<file path="src/rtl/tdm_demux_8.sv">
`default_nettype none
// ============================================================================
//  Module      : tdm_demux_8
//  Description : Eight-slot serial TDM frame demultiplexer. Serial bits that
//                arrive with din_valid are gathered slot by slot into a shadow
//                register. A finished frame is published on d_out together
//                with a one-cycle frame_valid pulse. Frames are aborted with a
//                one-cycle frame_err pulse when a new start-of-frame arrives
//                mid-frame, or when the input stays idle for too long.
//  Revision    : 1.0  initial release
// ============================================================================
module tdm_demux_8 #(
    parameter int IDLE_LIMIT = 15        // max consecutive idle cycles mid-frame (1..255)
) (
    input  logic       clk,
    input  logic       rst_n,
    input  logic       din,
    input  logic       din_valid,
    input  logic       sof,
    output logic [2:0] s,
    output logic [7:0] d_out,
    output logic       frame_valid,
    output logic       frame_err,
    output logic       busy
);

    // ------------------------------------------------------------------------
    // Constants
    // ------------------------------------------------------------------------
    localparam logic [0:0] c_st_idle    = 1'b0;
    localparam logic [0:0] c_st_collect = 1'b1;

    localparam logic [2:0] c_last_slot  = 3'd7;

    // The abort fires on the edge that would make the idle count equal
    // IDLE_LIMIT, so the count is compared against IDLE_LIMIT-1.
    localparam logic [7:0] c_limit_m1   = 8'(IDLE_LIMIT - 1);

    // ------------------------------------------------------------------------
    // State and datapath registers
    // ------------------------------------------------------------------------
    logic [0:0] r_state;
    logic [6:0] r_shadow;      // slots 0..6; slot 7 goes straight to d_out
    logic [7:0] r_idle_cnt;    // consecutive idle cycles inside a frame

    // ------------------------------------------------------------------------
    // Next-state / next-value wires
    // ------------------------------------------------------------------------
    logic [0:0] w_state_nxt;
    logic [6:0] w_shadow_nxt;
    logic [7:0] w_idle_cnt_nxt;
    logic [2:0] w_s_nxt;
    logic [7:0] w_d_out_nxt;
    logic       w_frame_valid_nxt;
    logic       w_frame_err_nxt;
    logic       w_busy_nxt;

    // Qualified input events
    logic       w_bit_sof;     // valid bit that starts a frame
    logic       w_bit_data;    // valid bit that continues a frame
    logic       w_last_bit;    // valid continuation bit for slot 7
    logic       w_timeout;     // idle gap has reached the limit this edge

    assign w_bit_sof  = din_valid &  sof;
    assign w_bit_data = din_valid & ~sof;
    assign w_last_bit = w_bit_data & (s == c_last_slot);
    assign w_timeout  = (r_state == c_st_collect) & ~din_valid
                        & (r_idle_cnt == c_limit_m1);

    // State register: asynchronous reset forces IDLE at once
    always_ff @(posedge clk or negedge rst_n) begin
        if (!rst_n) begin
            r_state <= c_st_idle;
        end else begin
            r_state <= w_state_nxt;
        end
    end

    // Next-state logic: enter on sof, leave on frame completion or idle timeout
    always_comb begin
        w_state_nxt = r_state;
        case (r_state)
            c_st_idle: begin
                if (w_bit_sof) begin
                    w_state_nxt = c_st_collect;
                end
            end
            c_st_collect: begin
                // A mid-frame sof restarts the frame but stays in COLLECT.
                if (w_last_bit || w_timeout) begin
                    w_state_nxt = c_st_idle;
                end
            end
            default: begin
                w_state_nxt = c_st_idle;
            end
        endcase
    end

    // Output and datapath next values for every input event in each state
    always_comb begin
        w_shadow_nxt      = r_shadow;
        w_idle_cnt_nxt    = r_idle_cnt;
        w_s_nxt           = s;
        w_d_out_nxt       = d_out;
        w_frame_valid_nxt = 1'b0;
        w_frame_err_nxt   = 1'b0;

        case (r_state)
            c_st_idle: begin
                // Outside a frame only sof matters; the idle count stays cleared.
                w_idle_cnt_nxt = 8'd0;
                if (w_bit_sof) begin
                    w_shadow_nxt[0] = din;
                    w_s_nxt         = 3'd1;
                end
            end

            c_st_collect: begin
                if (din_valid) begin
                    // Any valid bit ends an idle gap.
                    w_idle_cnt_nxt = 8'd0;
                    if (sof) begin
                        // Restart: drop the partial frame, keep d_out, report it.
                        w_frame_err_nxt = 1'b1;
                        w_shadow_nxt[0] = din;
                        w_s_nxt         = 3'd1;
                    end else if (s == c_last_slot) begin
                        // Slot 7 completes the frame; publish it directly.
                        w_d_out_nxt       = {din, r_shadow};
                        w_frame_valid_nxt = 1'b1;
                        w_s_nxt           = 3'd0;
                    end else begin
                        w_shadow_nxt[s] = din;
                        w_s_nxt         = s + 3'd1;
                    end
                end else if (w_timeout) begin
                    // Input went silent too long: abandon the frame.
                    w_frame_err_nxt = 1'b1;
                    w_s_nxt         = 3'd0;
                    w_idle_cnt_nxt  = 8'd0;
                end else begin
                    w_idle_cnt_nxt = r_idle_cnt + 8'd1;
                end
            end

            default: begin
                w_s_nxt        = 3'd0;
                w_idle_cnt_nxt = 8'd0;
            end
        endcase

        w_busy_nxt = (w_state_nxt == c_st_collect);
    end

    // Registered outputs and datapath; reset clears everything, including shadow
    always_ff @(posedge clk or negedge rst_n) begin
        if (!rst_n) begin
            r_shadow    <= 7'd0;
            r_idle_cnt  <= 8'd0;
            s           <= 3'd0;
            d_out       <= 8'h00;
            frame_valid <= 1'b0;
            frame_err   <= 1'b0;
            busy        <= 1'b0;
        end else begin
            r_shadow    <= w_shadow_nxt;
            r_idle_cnt  <= w_idle_cnt_nxt;
            s           <= w_s_nxt;
            d_out       <= w_d_out_nxt;
            frame_valid <= w_frame_valid_nxt;
            frame_err   <= w_frame_err_nxt;
            busy        <= w_busy_nxt;
        end
    end

endmodule
`default_nettype wire
</file>
<file path="config.mk">
export PLATFORM = sky130hd
export DESIGN_NAME = tdm_demux_8
export DESIGN_NICKNAME = d
export VERILOG_FILES = /design/src/rtl/tdm_demux_8.sv
export SDC_FILE = /design/constraint.sdc
export NUM_CORES = 1
export LEC_CHECK = 0
export ABC_AREA = 0
export BUFFER_PORTS_ARGS = -buffer_cell sky130_fd_sc_hd__buf_2
export CAP_MARGIN = 0
export CORE_MARGIN = 2
export CORE_UTILIZATION = 50
export CTS_CLUSTER_DIAMETER = 200
export DETAILED_ROUTE_END_ITERATION = 10
export GPL_TIMING_DRIVEN = 0
export PLACE_DENSITY = 0.78
export SETUP_SLACK_MARGIN = 0.5
export SLEW_MARGIN = 40
export SYNTH_ARGS = -nofsm -noshare
export SYNTH_HDL_FRONTEND = slang
export SYNTH_SLANG_ARGS = --single-unit
</file>
<file path="constraint.sdc">
create_clock -name clk -period 1.9 [get_ports clk]
set_input_delay 0.38 -clock clk [delete_from_list [all_inputs] [get_ports clk]]
set_output_delay 0.38 -clock clk [all_outputs]
set_load 0.02 [all_outputs]
</file>
==> metrics.md <==
| Metric | Value |
|---|---|
| Leakage power | slightly below 1 nW |
| Antenna violations before repair | 0 |
| Grt met2 use | 31.6% |
| CTS tree | built |
| Slew Viols, Final | 0 |
| Rel. slew slack | 56.7% |
| Via count | about 1200 |
| Status | finished, final reports clean |
| Netlist cell types | 33 |
| Clock skew | 13.2 ps |
| Post-DP HPWL | 1.79 mm |
| Final Critical Period | 1800 ps |
| Vias in the first global route | 1051 |
| # setup viols final | 0 |
| Clk pwr share | 27.2% |
| Final period utilization | 94.8% |
| Mapped Area | 0.00137 mm² |
| Synthesized area per cell | 10.3 µm² |
| Syn nets | 142 |
| Fin nets | 194 |
| Crit end category | register |
| # IOs | 19 |
| RSZ-0062 raised after global routing | true |
| Worst path required time | 2120 ps |
| Placed insts | 181 |
| Worst slew pin tran | between 600 and 700 ps |
| Reg-to-reg slack, setup | just under 100 ps |
| Count of standard-cell rows | 18 |
| Cts hold-fix bufs | 0 |
| P&R area growth vs syn | 42.3% |
| Antenna Cells | 0 |
| Sw power | about 0.0006 W |
| Flop pwr share | 42.6% |
| Met3 Resource Use GR | 7.14% |
| GR peak layer | met2 |
| Largest net degree at the start of global routing | 30 |
| Die ar. | 0.00317 mm² |
| Final hold vios | 0 |
| Util after Layout | 76.5% |
| Fraction of layout instances using a drive strength above 1 | between 40% and 50% |
| PwrDens | 1000 mW/mm² |
| Die W | 56.3 µm |
| First-pass DRT Iterations | 4 |
| Clk buf depth | 2 |
| Post-DP Area | around 0.0015 mm² |
| Root Buffer | clkbuf_4 |
| Gate power share | 30.1% |
| Gpl congestion | 0.821 |
| Yosys warning count | 0 |
| Initial DRC Count | 27 |
| CP Launch Type | register |
| CP Class | register to register |
| Int Pwr | roughly 0.0013 W |
| Routed Antenna Nets | 0 |
| Skew-Pair Late Insertion Delay | 340 ps |
| Die height | 56.3 µm |
| CTS buffer count | 5 |
| DR DRC count | 0 |
| Routed len/inst | 15.8 µm |
| Max-Cap Viols | 0 |
| Met1 Use GR | 22.9% |
| Setup tns final | 0 ps |
| Flops & latches, synth | 29 |
| Final Routed Wirelength | between 3 and 4 mm |
| # clock sinks | 29 |
| Fmax | 0.555 GHz |
| Sw Share | 31.0% |
| Clock slew at reported path FFs | 100 ps |
| GRT overflow | 0 |
| Global-route wire length before repair | 4.63 mm |
| Max FO, Critical Path | 4 |
| Worst VDD drop | between 1000 and 1500 µV |
| DR vias/cell | 5.51 |
| Register area share after synthesis | 53.1% |
| Final instance area | 0.00195 mm² |
| Initial core utilization | 53.7% |
| Final Non-Filler Cells | 216 |
| Post-synthesis cell count | 133 |
| Port bufs | 18 |
| Worst path arrival time | approximately 2000 ps |
| CTS H-tree lvls | 2 |
| Core Region | about 0.0025 mm² |
| GR Util All Layers | 19.3% |
| HP Class | primary input to asynchronous set/reset pin |
[synth_stat cells]
master,n,share of area [%]
nand4b_1,3,1.9
clkinv_1,1,0.27
mux2_2,7,5.8
xnor2_1,1,0.64
or3_4,1,0.82
and4b_1,1,0.73
o311ai_0,1,0.64
o21bai_2,1,0.82
buf_2,2,0.73
and3_1,1,0.46
a21oi_1,7,2.6
nor2_1,7,1.9
nor3_1,1,0.37
o211ai_1,1,0.55
o221ai_1,1,0.64
ha_1,4,3.7
clkbuf_1,2,0.55
nor2b_1,2,0.91
or3_1,3,1.4
nand4b_2,1,1.1
nand2b_1,2,0.91
dfrtp_1,29,53
nand2_1,28,7.7
nor4bb_4,1,1.8
nor3b_1,1,0.55
xor2_1,2,1.3
o31ai_1,1,0.55
o21ai_0,7,2.6
inv_1,4,1.1
or4_1,1,0.55
o22ai_1,1,0.46
nand4_1,1,0.46
nand3_1,7,2.6
[flip-flops by register name (all words and copies together) (netlist names)]
name and count:
d_out 8, r_idle_cnt 8, frame_err 1, s 3, frame_valid 1, busy 1
r_shadow 7
[cells in the final DEF (no fill, tap or decap), types with 2 or more instances in the layout]
| cell | synthesis | layout |
|---|---|---|
| xor2_1 | 2 | 2 |
| buf_4 | 0 | 20 |
| mux2_2 | 7 | 4 |
| ha_2 | 0 | 2 |
| nand2_1 | 28 | 22 |
| buf_6 | 0 | 7 |
| nand2b_1 | 2 | 2 |
| nand2_2 | 0 | 6 |
| a21oi_1 | 7 | 3 |
| or3_4 | 1 | 2 |
| or3_1 | 3 | 2 |
| nor2_1 | 7 | 3 |
| nand4b_1 | 3 | 3 |
| mux2_4 | 0 | 3 |
| clkbuf_4 | 0 | 5 |
| dfrtp_2 | 0 | 2 |
| clkbuf_1 | 2 | 2 |
| o21ai_0 | 7 | 6 |
| inv_1 | 4 | 4 |
| buf_2 | 2 | 19 |
| dfrtp_1 | 29 | 27 |
| nand3_1 | 7 | 6 |
| ha_4 | 0 | 2 |
| nor2_2 | 0 | 3 |
| a21oi_2 | 0 | 4 |
[metrics by stage]
| stage | hold slack, ps | setup slack, ps | total power (W) |
|---|---|---|---|
| final | 54.9 | 99.4 | 0.00195 |
| after global routing | 87.3 | 30.8 | 0.00205 |
| after global placement | 429 | 9.53 | 0.00125 |
| after CTS | 71.2 | 124 | 0.00185 |
| after detailed placement | 443 | 1.09 | 0.00127 |
| after floorplan | 84.4 | 46.8 | 0.00113 |
[path summary, 6_finish.rpt]
kind                                   from     endpoint  cells after the start
worst max-delay path                   s[1]  r_shadow[3]                      6
worst min-delay path                  rst_n         s[2]                      1
worst max register to register         s[1]  r_shadow[3]                      6
worst min register to register  r_shadow[2]     d_out[2]                      2
max in group asynchronous             rst_n         s[1]                      1
min in group clk                        din     d_out[7]                      3
[cells by family after synthesis]
group                    count (synthesis)  synth area share [%]
AND/OR/NAND/NOR                         61                  24.2
XOR/XNOR                                 3                  1.92
adder cells (fa/ha/maj)                  4                  3.66
multiplexers                             7                  5.76
buffers and inverters                    9                  2.65
AO/OA/AOI/OAI                           20                  8.78
flip-flops                              29                  53.1
[power groups by stage]
stage	Sequential [W]	Clock, W	Combinational [W]
after CTS	0.000822	0.000542	0.000488
after global routing	0.000845	0.000574	0.000634
after floorplan	0.000912	0	0.000216
after global placement	0.000840	0	0.000411
after detailed placement	0.000849	0	0.000423
final	0.000832	0.000531	0.000589
[layer usage]
metal,vias to the layer above,part of all wire (%)
met3,8,4.6
met1,576,42
li1,569,-
met2,38,51
met4,0,2.1
met5,-,0
[final cells by class]
cell class	instances	area, µm²
fill	160	599
clock inverter	1	30.0
timing repair inverter	1	6.26
buffer	4	18.8
inverter	5	23.8
multi-input combinational	95	732
timing repair buffer	44	314
sequential	29	728
clock buffer	7	55.1
tap	30	37.5
[critical path, stage by stage, from the launching register on]
cell and delay, ps:
dfrtp_2 440, ha_4 170, ha_4 170, nor4bb_4 340
buf_4 180, nand4b_1 90, mux2_2 300
[what timing repair did]
item | in CTS | in global routing
setup endpoints to repair | 28 | 29
pin swaps | 4 | 15
buffers inserted | 12 | 14
gates resized for setup | 8 | 32
gates cloned | 0 | 1
Power figures use the tool's default switching activity.
